[src/rtl/ad_ip_jesd204_tpl_dac_pkg.sv]
// Shared definitions for the JESD204 TPL DAC per-channel source stage.
// Holds the sample width, the dac_data_sel source codes and the PN
// generator seeds/taps used by the pattern source and its LFSR block.
package ad_ip_jesd204_tpl_dac_pkg;

    localparam int unsigned SAMPLE_W = 16;

    // Source codes driven by the register map on dac_data_sel.
    // Codes 8, 9, 10 and 12-15 are unassigned and output zero.
    typedef enum logic [3:0] {
        SEL_DDS      = 4'd0,
        SEL_PATTERN  = 4'd1,
        SEL_DMA      = 4'd2,
        SEL_ZERO     = 4'd3,
        SEL_PN7_INV  = 4'd4,
        SEL_PN15_INV = 4'd5,
        SEL_PN7      = 4'd6,
        SEL_PN15     = 4'd7,
        SEL_RAMP     = 4'd11
    } dac_sel_e;

    // Value of the delayed select after reset; never a legal active code,
    // so the first beat after reset is always treated as a selection change.
    localparam logic [3:0] SEL_RESET = 4'hF;

    // PN7 : x^7  + x^6  + 1
    localparam int unsigned  PN7_W     = 7;
    localparam int unsigned  PN7_TAP   = 6;
    localparam logic [6:0]   PN7_SEED  = 7'h7F;

    // PN15: x^15 + x^14 + 1
    localparam int unsigned  PN15_W    = 15;
    localparam int unsigned  PN15_TAP  = 14;
    localparam logic [14:0]  PN15_SEED = 15'h7FFF;

endpackage

[src/rtl/ad_ip_jesd204_tpl_dac_pn_gen.sv]
// Fibonacci LFSR that produces BITS output bits per clock.
//   clk    : clock
//   rstn   : synchronous active-low reset, loads SEED
//   enable : advance the sequence; when low the state holds SEED
//   reload : restart from SEED for the beat produced this cycle
//   data   : BITS bits of the sequence; first bit lands in the MSB of
//            sample 0, last bit in the LSB of the last sample
module ad_ip_jesd204_tpl_dac_pn_gen
    import ad_ip_jesd204_tpl_dac_pkg::*;
#(
    parameter int unsigned WIDTH = 7,
    parameter int unsigned TAP   = 6,
    parameter int unsigned BITS  = 64,
    parameter logic [WIDTH-1:0] SEED = '1
) (
    input  logic            clk,
    input  logic            rstn,
    input  logic            enable,
    input  logic            reload,
    output logic [BITS-1:0] data
);

    logic [WIDTH-1:0] r_state;
    logic [WIDTH-1:0] w_cur;
    logic [WIDTH-1:0] w_next;

    // Unrolled BITS-step advance; returns {next_state, beat_bits}.
    function automatic logic [WIDTH+BITS-1:0] pn_beat(input logic [WIDTH-1:0] seed);
        logic [WIDTH-1:0] s;
        logic [BITS-1:0]  b;
        s = seed;
        b = '0;
        for (int unsigned i = 0; i < BITS; i++) begin
            // Stream bit i -> sample i/16, bit position 15 - i%16.
            b[(i / SAMPLE_W) * SAMPLE_W + (SAMPLE_W - 1) - (i % SAMPLE_W)] = s[WIDTH-1];
            s = {s[WIDTH-2:0], s[WIDTH-1] ^ s[TAP-1]};
        end
        return {s, b};
    endfunction

    always_comb begin
        w_cur          = reload ? SEED : r_state;
        {w_next, data} = pn_beat(w_cur);
    end

    always_ff @(posedge clk) begin
        if (!rstn) begin
            r_state <= SEED;
        end else if (enable) begin
            r_state <= w_next;
        end else begin
            r_state <= SEED;
        end
    end

endmodule

[src/rtl/ad_ip_jesd204_tpl_dac_pattern_src.sv]
// Per-channel source stage of the JESD204 TPL DAC datapath (link clock).
// Selects DDS, DMA, fixed pattern, PN7/PN15 (true or inverted), ramp or
// zero and registers one beat of DATA_PATH_WIDTH 16-bit samples per clock.
//   link_clk, link_rstn : clock, synchronous active-low reset
//   dac_data_sel        : source select (quasi-static)
//   dac_pat_data_0/1    : fixed pattern words for even/odd samples
//   dds_data, dma_data  : source beats, sample 0 in the LSBs
//   dma_valid / dma_rd  : DMA handshake (dma_rd is combinational)
//   dac_data            : registered output beat
//   dac_dunf            : registered DMA underflow pulse
module ad_ip_jesd204_tpl_dac_pattern_src
    import ad_ip_jesd204_tpl_dac_pkg::*;
#(
    parameter int unsigned DATA_PATH_WIDTH = 4,
    parameter int unsigned DDS_ENABLE      = 1
) (
    input  logic                                  link_clk,
    input  logic                                  link_rstn,
    input  logic [3:0]                            dac_data_sel,
    input  logic [SAMPLE_W-1:0]                   dac_pat_data_0,
    input  logic [SAMPLE_W-1:0]                   dac_pat_data_1,
    input  logic [SAMPLE_W*DATA_PATH_WIDTH-1:0]   dds_data,
    input  logic [SAMPLE_W*DATA_PATH_WIDTH-1:0]   dma_data,
    input  logic                                  dma_valid,
    output logic                                  dma_rd,
    output logic [SAMPLE_W*DATA_PATH_WIDTH-1:0]   dac_data,
    output logic                                  dac_dunf
);

    localparam int unsigned BEAT_W = SAMPLE_W * DATA_PATH_WIDTH;

    logic [3:0]          r_sel_d;
    logic [SAMPLE_W-1:0] r_ramp;
    logic [BEAT_W-1:0]   r_dac_data;
    logic                r_dac_dunf;

    logic                w_change;
    logic                w_pn7_en;
    logic                w_pn15_en;
    logic [BEAT_W-1:0]   w_pn7;
    logic [BEAT_W-1:0]   w_pn15;
    logic [SAMPLE_W-1:0] w_ramp_base;
    logic [BEAT_W-1:0]   w_ramp_beat;
    logic [BEAT_W-1:0]   w_pat_beat;
    logic [BEAT_W-1:0]   w_data_next;
    logic                w_dunf_next;

    assign w_change  = (dac_data_sel != r_sel_d);
    assign w_pn7_en  = (dac_data_sel == SEL_PN7)  || (dac_data_sel == SEL_PN7_INV);
    assign w_pn15_en = (dac_data_sel == SEL_PN15) || (dac_data_sel == SEL_PN15_INV);
    assign dma_rd    = (dac_data_sel == SEL_DMA) && link_rstn;

    ad_ip_jesd204_tpl_dac_pn_gen #(
        .WIDTH (PN7_W),
        .TAP   (PN7_TAP),
        .BITS  (BEAT_W),
        .SEED  (PN7_SEED)
    ) i_pn7 (
        .clk    (link_clk),
        .rstn   (link_rstn),
        .enable (w_pn7_en),
        .reload (w_change),
        .data   (w_pn7)
    );

    ad_ip_jesd204_tpl_dac_pn_gen #(
        .WIDTH (PN15_W),
        .TAP   (PN15_TAP),
        .BITS  (BEAT_W),
        .SEED  (PN15_SEED)
    ) i_pn15 (
        .clk    (link_clk),
        .rstn   (link_rstn),
        .enable (w_pn15_en),
        .reload (w_change),
        .data   (w_pn15)
    );

    // A selection change restarts the ramp for the beat produced this cycle.
    assign w_ramp_base = w_change ? '0 : r_ramp;

    always_comb begin
        w_ramp_beat = '0;
        w_pat_beat  = '0;
        for (int unsigned k = 0; k < DATA_PATH_WIDTH; k++) begin
            w_ramp_beat[k*SAMPLE_W +: SAMPLE_W] = w_ramp_base + SAMPLE_W'(k);
            w_pat_beat[k*SAMPLE_W +: SAMPLE_W]  = (k % 2 == 0) ? dac_pat_data_0 : dac_pat_data_1;
        end
    end

    always_comb begin
        w_data_next = '0;
        w_dunf_next = 1'b0;
        case (dac_data_sel)
            SEL_DDS:      w_data_next = (DDS_ENABLE != 0) ? dds_data : '0;
            SEL_PATTERN:  w_data_next = w_pat_beat;
            SEL_DMA: begin
                if (dma_valid) begin
                    w_data_next = dma_data;
                end else begin
                    w_dunf_next = 1'b1;
                end
            end
            SEL_PN7_INV:  w_data_next = ~w_pn7;
            SEL_PN15_INV: w_data_next = ~w_pn15;
            SEL_PN7:      w_data_next = w_pn7;
            SEL_PN15:     w_data_next = w_pn15;
            SEL_RAMP:     w_data_next = w_ramp_beat;
            default:      w_data_next = '0;
        endcase
    end

    always_ff @(posedge link_clk) begin
        if (!link_rstn) begin
            r_sel_d    <= SEL_RESET;
            r_ramp     <= '0;
            r_dac_data <= '0;
            r_dac_dunf <= 1'b0;
        end else begin
            r_sel_d    <= dac_data_sel;
            r_ramp     <= (dac_data_sel == SEL_RAMP) ? w_ramp_base + SAMPLE_W'(DATA_PATH_WIDTH) : '0;
            r_dac_data <= w_data_next;
            r_dac_dunf <= w_dunf_next;
        end
    end

    assign dac_data = r_dac_data;
    assign dac_dunf = r_dac_dunf;

endmodule

[config.mk]
export PLATFORM = sky130hd
export DESIGN_NAME = ad_ip_jesd204_tpl_dac_pattern_src
export DESIGN_NICKNAME = d
export VERILOG_FILES = /design/src/rtl/ad_ip_jesd204_tpl_dac_pkg.sv /design/src/rtl/ad_ip_jesd204_tpl_dac_pn_gen.sv /design/src/rtl/ad_ip_jesd204_tpl_dac_pattern_src.sv
export SDC_FILE = /design/constraint.sdc
export NUM_CORES = 1
export LEC_CHECK = 0
export BUFFER_PORTS_ARGS = -buffer_cell sky130_fd_sc_hd__buf_2
export CAP_MARGIN = 20
export CORE_MARGIN = 2
export CORE_UTILIZATION = 55
export CTS_BUF_LIST = sky130_fd_sc_hd__clkbuf_16
export DETAILED_ROUTE_END_ITERATION = 10
export PLACE_DENSITY = 0.82
export SYNTH_ARGS = -nofsm -noshare
export SYNTH_HDL_FRONTEND = slang
export SYNTH_HIERARCHICAL = 1
export SYNTH_SLANG_ARGS = --single-unit
export TNS_END_PERCENT = 30
[constraint.sdc]
create_clock -name link_clk -period 9.4 [get_ports link_clk]
set_clock_uncertainty 0.2 [all_clocks]
set_input_delay 2.82 -clock link_clk [delete_from_list [all_inputs] [get_ports link_clk]]
set_output_delay 2.82 -clock link_clk [all_outputs]
set_load 0.005 [all_outputs]
==> results.sh <==
export IMPL_status="complete, but fails checks"
export IMPL_violated_checks="design-rule violations"
export IMPL_post_synth_top_area_cell="dfxtp_1"
export IMPL_gr_usage_all_layers=0.3978
export IMPL_insertedDiodeCount=0
export IMPL_fill_cells=1496
export IMPL_globalRoute_totalOverflow=0
export IMPL_first_pass_grt_wire_length_um=52500
export IMPL_power_per_cell_area_nw_per_um2=108.0
export IMPL_layout_worst_path_cycle_share=0.7276
export IMPL_min_path_cells=2
export IMPL_clkSinkCount=107
export IMPL_placeableCoreArea_um2=16000
export IMPL_rsz_0062_raised_after_global_routing="false"
export IMPL_hold_fails_final_rpt=0
export IMPL_via_count=9042
export IMPL_worst_setup_hold_path_clk_slew_ps=70
export IMPL_worstRegToRegCells=11
export IMPL_timing_critical_path_from_type="input pin"
export IMPL_die_height_um=132.2
export IMPL_drt_initial_drc_count=1650
export IMPL_multiInputGateArea_um2=6206
export IMPL_tritoncts="yes"
export IMPL_hpwl_um=27390
export IMPL_drc_errors=5
export IMPL_timing_max_slew_rel_slack=0.2637
export IMPL_critical_path_class="in -> out"
export IMPL_ant_nets=0
export IMPL_non_filler_cells_in_the_finished_layout=1444
export IMPL_yosysSeqAreaShare=0.2370
export IMPL_die_width_um=132.2
export IMPL_syn_area_per_cell_um2=8.347
export IMPL_grt_start_max_net_pins=74
export IMPL_timing_hold_worst_class="reg -> reg"
export IMPL_number_of_flops_mapped_to_enable_cells_by_yosys=0
export IMPL_cts_resized=0
export IMPL_synth_async_sr_flop_share=0
export IMPL_worst_slew_pin_slew_ps=1105
export IMPL_maxClockFrequency_ghz=0.1462
export IMPL_final_max_slew_viol_count=0
export IMPL_dp_cells=1427
export IMPL_leakagePower_uw=0.004081
export IMPL_synthCells=1083
export IMPL_cp_arrival_ps=3820
export IMPL_yosys_warnings=6
export IMPL_port_buffers=232
export IMPL_area_used_by_sequential_logic_in_the_layout_um2=2142
export IMPL_synthToLayoutAreaGrowth_pct=13.63
export IMPL_endpoint_kind="primary output"
export IMPL_die_area_um2=17480
export IMPL_post_synth_num_cell_types=66
export IMPL_power_uw=1110
export IMPL_clockRootBuffer="clkbuf_16"
export IMPL_clock_latency_ps=370
export IMPL_synth_top_cell_area_share=0.2370
export IMPL_start_util=0.5650
export IMPL_fp_row_count=46
export IMPL_top_post_synthesis_cells_by_area="dfxtp_1 24%, xnor2_1 16%, xor2_1 8.5%"
export IMPL_antenna_found_initial=0
export IMPL_ios=233
export IMPL_synthesis_nets=1254
export IMPL_tritoncts_num_buffers=9
export IMPL_wl_um=35920
export IMPL_worst_ep_required_time_ps=6380
export IMPL_drive_above_1_share=0.2850
export IMPL_via_count_of_the_first_global_routing_pass=8413
export IMPL_critical_path_peak_fanout=28
export IMPL_postCtsSetupBuffers=0
export IMPL_synthFlopType="dfxtp_1"
export IMPL_route_detailed_vias_per_inst=6.262
export IMPL_ctsLongestPathBuffers=2
export IMPL_drv_max_cap_violation_count=0
export IMPL_gp_routability_congestion=1.020
export IMPL_finalCriticalPeriod_ps=6839
export IMPL_netlist_area_um2=9040
export IMPL_number_of_detailed_routing_iterations_run_before_antenna_repair=11
export IMPL_postCtsHoldBufs=0
export IMPL_layout_nets=1395
export IMPL_htree_num_levels=3
export IMPL_total_negative_slack_ps=0
export IMPL_vdd_ir_drop_worst_mv=0.1041
export IMPL_ys_ff_latch=107
export IMPL_place_ws_ps=2570
export IMPL_finalSetupViolCount=0
export IMPL_wl_per_cell_um=24.88
export IMPL_core_utilization_of_the_finished_layout=0.6420
export IMPL_layout_setup_ws_ps=2561
-- Yosys cell counts (2+ instances only) --
library cell	instances
inv_2	3
and2_1	6
a21oi_1	40
nor2b_1	5
nor2_2	7
o22ai_1	28
xnor2_4	5
buf_4	16
mux2i_1	36
nor2_4	5
nand2b_1	5
buf_2	55
xor2_1	88
o21a_1	2
xnor2_1	168
nand4_1	8
o21ai_0	18
a311oi_1	2
nor4_1	6
or3_1	3
a22o_1	3
buf_6	6
and4_1	4
and3_1	7
clkbuf_1	31
xnor2_2	6
a221oi_1	20
nor3_1	7
a222oi_1	46
nor2_1	94
a211oi_1	4
or2_2	30
a32oi_1	2
xor2_2	2
buf_1	5
a22oi_1	32
inv_1	22
dfxtp_1	107
mux2_2	20
nand3_1	14
nand2_1	79
a31oi_1	9
ha_1	4
-- per-stage QoR --
stage | hold WS [ps] | area [um^2]
floorplan | 285.6 | 9040
global placement | 342.3 | 9960
detailed placement | 335.3 | 9960
CTS | 350.0 | 10240
global route | 392.2 | 10270
finish | 361.4 | 10270
-- cell usage in the layout, fill, tap and decap left out, types with 3 or more instances in the layout --
cell       Yosys  layout
nand4_1        8       8
a221oi_1      20      20
and3_1         7       7
nand3_1       14      14
nand2_1       79      79
o21ai_0       18      18
buf_4         16      12
ha_1           4       4
mux2_2        20      20
and4_1         4       3
nor2_2         7       8
inv_1         22      22
a31oi_1        9       9
mux2i_1       36      36
and2_1         6       6
nor2_1        94      93
buf_2         55     230
o22ai_1       28      28
xnor2_4        5       5
a222oi_1      46      46
clkbuf_16      0       9
or3_1          3       3
a211oi_1       4       4
a21oi_1       40      40
nor2b_1        5       4
xnor2_2        6       6
a22o_1         3       3
or2_2         30      30
dfxtp_1      107     107
inv_2          3       3
nand2b_1       5       5
nor3_1         7       6
nor2_4         5       5
nor4_1         6       6
xor2_1        88      88
a22oi_1       32      32
xnor2_1      168     168
-- registers in the layout (all words and copies together), names as in the netlist --
register        flops
dac_data           64
r_ramp             16
i_pn15/r_state     15
i_pn7/r_state       7
r_sel_d             4
dac_dunf            1
-- layout make-up --
class | instances | area share
well taps | 216 | 0.02631
repair buffers | 244 | 0.1238
clock inverters | 6 | 0.005603
inverters | 26 | 0.009744
clock buffers | 9 | 0.02192
flip-flops and latches | 107 | 0.2085
multi-input cells | 836 | 0.6041
-- kinds of logic after synthesis --
family / count (synthesis) / share of synthesized area
and+or+nand+nor: 293 / 0.1611
xor gates and xnor gates: 270 / 0.2801
AOI/OAI and AO/OA: 213 / 0.1737
buffers and inverters: 140 / 0.07778
DFF: 107 / 0.2370
muxes: 56 / 0.06478
adders and majority gates: 4 / 0.005537
-- power by group --
group	switching, uW	total, uW	internal [uW]
clock	205	391	186
combinational	144	245	101
sequential	9.40	474	464
-- worst max-delay path: stages --
cell and delay [ps]:
buf_2 470, inv_2 220, nand2_1 120, nor2_1 60, buf_2 120
-- metal layers --
| metal | global-route usage | part of all wire | vias up |
|---|---|---|---|
| met2 | 0.6314 | 0.45 | 690 |
| met4 | 0.1756 | 0.051 | 0 |
| met3 | 0.07574 | 0.11 | 101 |
| met1 | 0.5270 | 0.38 | 4200 |
| li1 | - | - | 4051 |
| met5 | 0 | 0 | - |
-- path summary, 6_finish.rpt --
kind                                       from           end  slack (ps)
worst max-delay path            dac_data_sel[3]        dma_rd        2560
worst max register to register       r_sel_d[2]  dac_data[52]        5750
worst min-delay path                 r_ramp[15]  dac_data[15]         360
worst min register to register       r_ramp[15]  dac_data[15]         360
Note: power is estimated with default switching activity, not from simulation.
